--- config.mk ---
export PLATFORM = sky130hd
export DESIGN_NAME = countdown_timer
export DESIGN_NICKNAME = d
export VERILOG_FILES = /design/src/rtl/countdown_timer.sv
export SDC_FILE = /design/constraint.sdc
export NUM_CORES = 1
export LEC_CHECK = 0
export BUFFER_PORTS_ARGS = -buffer_cell sky130_fd_sc_hd__buf_2
export CORE_MARGIN = 2
export CORE_UTILIZATION = 25
export DETAILED_ROUTE_END_ITERATION = 16
export PLACE_DENSITY_LB_ADDON = 0.05
export RECOVER_POWER = 25
export SYNTH_ARGS = -nofsm -noshare
export SYNTH_HDL_FRONTEND = slang
export SYNTH_SLANG_ARGS = --single-unit
--- constraint.sdc ---
create_clock -name i_clk -period 3 [get_ports i_clk]
set_clock_uncertainty 0.15 [all_clocks]
set_input_delay 0.45 -clock i_clk [delete_from_list [all_inputs] [get_ports i_clk]]
set_output_delay 0.45 -clock i_clk [all_outputs]
set_load 0.005 [all_outputs]
--- src/rtl/countdown_timer.sv ---
// Loadable down-counter with one-shot and periodic (auto-reload) modes and a registered expiry pulse.
// Optional sticky expiry flag is enabled with the COUNTDOWN_TIMER_STICKY_EN macro.
module countdown_timer #(
    parameter int WIDTH = 12
) (
    input  logic             i_clk,
    input  logic             i_rst_n,
    input  logic             i_en,
    input  logic             i_clear,
    input  logic             i_load,
    input  logic [WIDTH-1:0] i_load_val,
    input  logic             i_mode,
    output logic [WIDTH-1:0] o_count,
    output logic             o_busy,
`ifdef COUNTDOWN_TIMER_STICKY_EN
    output logic             o_expired_sticky,
`endif
    output logic             o_expired
);

    typedef enum logic {
        IDLE = 1'b0,
        RUN  = 1'b1
    } state_t;

    localparam logic [WIDTH-1:0] ONE = WIDTH'(1);

    state_t           state;
    logic [WIDTH-1:0] reload;
    logic             mode;

    // Busy is a direct view of the state register, so it doubles as the FSM debug output.
    assign o_busy = (state == RUN);

    always_ff @(posedge i_clk) begin
        if (!i_rst_n) begin
            state     <= IDLE;
            o_count   <= '0;
            o_expired <= 1'b0;
            reload    <= '0;
            mode      <= 1'b0;
        end else begin
            o_expired <= 1'b0;
            if (i_clear) begin
                o_count <= '0;
                state   <= IDLE;
            end else if (i_load) begin
                reload  <= i_load_val;
                mode    <= i_mode;
                o_count <= i_load_val;
                state   <= (i_load_val != '0) ? RUN : IDLE;
            end else if (state == RUN && i_en) begin
                // In RUN the count is never 0, so reaching 1 is the only terminal case.
                if (o_count == ONE) begin
                    o_expired <= 1'b1;
                    if (mode) begin
                        o_count <= reload;
                    end else begin
                        o_count <= '0;
                        state   <= IDLE;
                    end
                end else begin
                    o_count <= o_count - ONE;
                end
            end
        end
    end

`ifdef COUNTDOWN_TIMER_STICKY_EN
    always_ff @(posedge i_clk) begin
        if (!i_rst_n || i_clear || i_load) begin
            o_expired_sticky <= 1'b0;
        end else if (state == RUN && i_en && o_count == ONE) begin
            o_expired_sticky <= 1'b1;
        end
    end
`endif

endmodule

==> impl_results.md <==
* Post-synth EDFFs at 0
* VDD IR max at 0.1483 mV
* Gr usage total at 15.45%
* Fraction of layout cells with a size suffix above 1 at 19.62%
* Pwr Total at about 0.00075 W
* Gp weighted congestion at ~0.78
* CTS tree: built
* Core footprint at 5886 sq um
* Reg2Reg Depth at 4
* M1 GR Usage at a little under a quarter
* Cts hold-fix bufs at 0
* Net Sw Frac at 29.40%
* Die X at a little over 80 um
* Top FF cell, synth: dfxtp_1
* Post-CTS Setup Inserts at 0
* CTS Root Cell: clkbuf_8
* Worst slew margin at 65.55%
* FILL cells at 687
* Worst hold path depth at 3
* Place WS at 0.6922 ns
* First-pass GRT wire length at 7700 um
* WS Path Type: register to register
* Pre-antenna DRT Iters at 4
* Placed cell areas at 1724 sq um
* Avg WL per Cell at 16.93 um
* Yosys top cell by area: dfxtp_1
* Vias in the first global route at 1359
* Post-synth ARST share at 0%
* Worst hold endpoint: reload[9]
* Die area at about 6700 sq um
* Worst-Skew Late Latency at 0.28 ns
* Worst-path maximum fanout at 8
* Worst Path Arrival at 2.37 ns
* DR vias/cell at slightly above 5
* Max Clock Freq at between 400 and 500 MHz
* GR Overflow Total at 0
* Status: complete, no violations
* Internal power at 0.0005276 W
* Final WS setup at 0.6645 ns
* H-tree lvl count at 1
* Synth top area share at 35.53%
* Initial antenna violation count at 0
* CP bufs+invs at 0
* Synth Warn # at 0
* Synthesized instance count at about 180
* P&R area growth vs syn at 15.63%
* Die Height at approximately 80 um
* M2 GR Usage at between 20 and 25%
* Clock Power Share at 29.3%
* Syn nets at 203
* DR iter-0 viols at 85
* # IOs at 32
* Starting Density at around a quarter
* Ant. Diodes at 0
* Critical Path Max Stage Delay at 0.65 ns
* Residual DRC at 0
* Post-DP HPWL at 3549 um
* Reg-to-Reg End: o_busy
* Met3 GRT Util at around 2.7%
* Finished Core Util at 29.89%
* Mapped Avg Cell Area at 8.314 sq um
* Final ANT Viol Nets at 0
* Vias post-DR at ~1400
* Period utilization at 77.85%
* TritonCTS buffer count at 3
* Sequential element share of the synthesized area at 35.53%
* Unrepaired setup endpoints after global routing: false
* Final hold vios at 0
* Synthesized area at 1521 sq um
* Cells along the critical path: or4_1 > or4_4 > o31a_1 > o211a_1
* Port bufs at 31
* Post-CTS Resized at 0
* Psw at 0.0002197 W
* Yosys cell types at 43
* Tmin final at 2.336 ns
* CP delay by family, top: simple AND/OR/NAND/NOR gates
* Pin count of the biggest net entering global routing at 17
* Req. time, crit path at 3.03 ns
* Clock sink count at 27
* Worst Tran Pin Value at 0.5130 ns
* Reg power frac at 52.4%
* Min-Delay Path Class: input pin to register
* Total Wirelength at 4808 um
* Final setup violation count at 0
* Clock buffer depth at 2
* Layout net count at 230
* Max cap viols at 0
* Top post-synthesis cells by area: dfxtp_1 36%, nand2_1 8.4%, a21boi_0 6.4%
* Launching element type of the critical path: register
* Hold_sp: i_load_val[9]
* FF-to-FF setup slack at 0.66 ns
* Layer with the highest usage: met1
* PD cells at 424.8 nW/um^2
* Leakage at 0.6744 nW
* Part of the power in combinational logic at 18.4%
* Setup TNS at 0 ns
* Max Slew Vio Count at 0
* R2R Path Start: o_count[8]
* Clk slew on worst S/H paths at around 0.1 ns
* CP max stage cell: or4_1
* Row Count at 28
* Design Area, Final at 1759 sq um
* Yosys reg bits at 27
* CP endpoint kind: register
-- cell usage in the layout, fill, tap and decap left out, types with 2 or more instances in the layout --
cell type  count
nor4_1         5
o21a_1         3
or4_1          3
a22oi_1        9
nor2_1         5
nand2_1       34
buf_4          4
ha_1           2
inv_1          5
o31a_2         2
clkbuf_1       9
a21boi_0      13
nand3_1        2
a21oi_1        5
o22ai_1        4
mux2i_1        3
nor3_1         6
o21ai_0        4
nand4_1        4
o211ai_1       3
xnor2_1        2
nand2b_1       2
or4_4          2
buf_2         23
mux2_2         3
clkbuf_8       3
dfxtp_1       27
a31oi_1        7
-- per-layer routing --
layer / wire, um / share of wire (%)
met1: 2541 / 53
met2: 2031 / 42
met3: 171 / 3.6
met4: 64 / 1.3
met5: 0 / 0
-- cells in the mapped netlist (all sizes together), types with 4 or more instances --
| master | n |
|---|---|
| o22ai | 4 |
| a21boi | 13 |
| clkbuf | 8 |
| inv | 5 |
| a21oi | 5 |
| buf | 5 |
| or4 | 5 |
| o21ai | 4 |
| dfxtp | 27 |
| nand4 | 4 |
| nor4 | 6 |
| nand2 | 34 |
| a31oi | 7 |
| nor3 | 6 |
| nor2 | 5 |
| a22oi | 9 |
-- final cells by class --
cell class                      count  area [sq um]  area share, %
Tap cell                           75         93.84          5.334
Sequential cell                    27         540.5          30.73
Clock buffer                        4         45.04          2.560
Timing Repair Buffer               35         175.2          9.957
Multi-Input combinational cell    138         885.9          50.36
Inverter                            5         18.77          1.067
-- per-stage QoR --
step           std cells  hold slack [ns]
6_report             284           0.2586
5_1_grt              284           0.2652
4_1_cts              284           0.2578
3_5_place_dp         280           0.3070
3_3_place_gp         280           0.3000
2_1_floorplan        183           0.2888
-- cells by family (layout without fill, tap and decap cells) --
logic type               after synthesis  count (layout)  share of synthesized area [%]
AND/OR/NAND/NOR                       71              71                          24.59
buffers and inverters                 18              44                          6.250
XOR/XNOR                               2               2                          1.152
flip-flops                            27              27                          35.53
adder cells (fa/ha/maj)                2               2                          1.644
AO/OA/AOI/OAI                         57              57                          26.64
multiplexers                           6               6                          4.194
-- power groups by stage --
stage	clock [W]	combinational, W	sequential (W)
finish	0.000219	0.000137	0.000391
global route	0.000244	0.000156	0.000395
CTS	0.000229	0.000139	0.000391
detailed placement	0	0.000138	0.000400
global placement	0	0.000139	0.000399
floorplan	0	0.0000983	0.000393
-- worst max-delay path by stage --
stage | start | end | slack (ns) | cells after the start
floorplan | o_count[4] | o_busy | 0.63 | 7
global placement | o_count[8] | o_busy | 0.71 | 4
detailed placement | o_count[8] | o_busy | 0.69 | 4
CTS | o_count[8] | o_count[0] | 0.66 | 4
global route | o_count[8] | o_count[0] | 0.54 | 4
finish | o_count[8] | o_busy | 0.66 | 4
-- flip-flops by register name (all words and copies together), names as in the netlist --
| signal | count |
|---|---|
| o_busy | 1 |
| o_expired | 1 |
| mode | 1 |
| o_count | 12 |
| reload | 12 |
-- worst reg2reg max path: stages, from the launching register on --
cell and delay [ns]:
dfxtp_1 0.39, or4_1 0.66, or4_4 0.58, o31a_1 0.26
o211a_1 0.20
(Power assumes the default switching activity.)
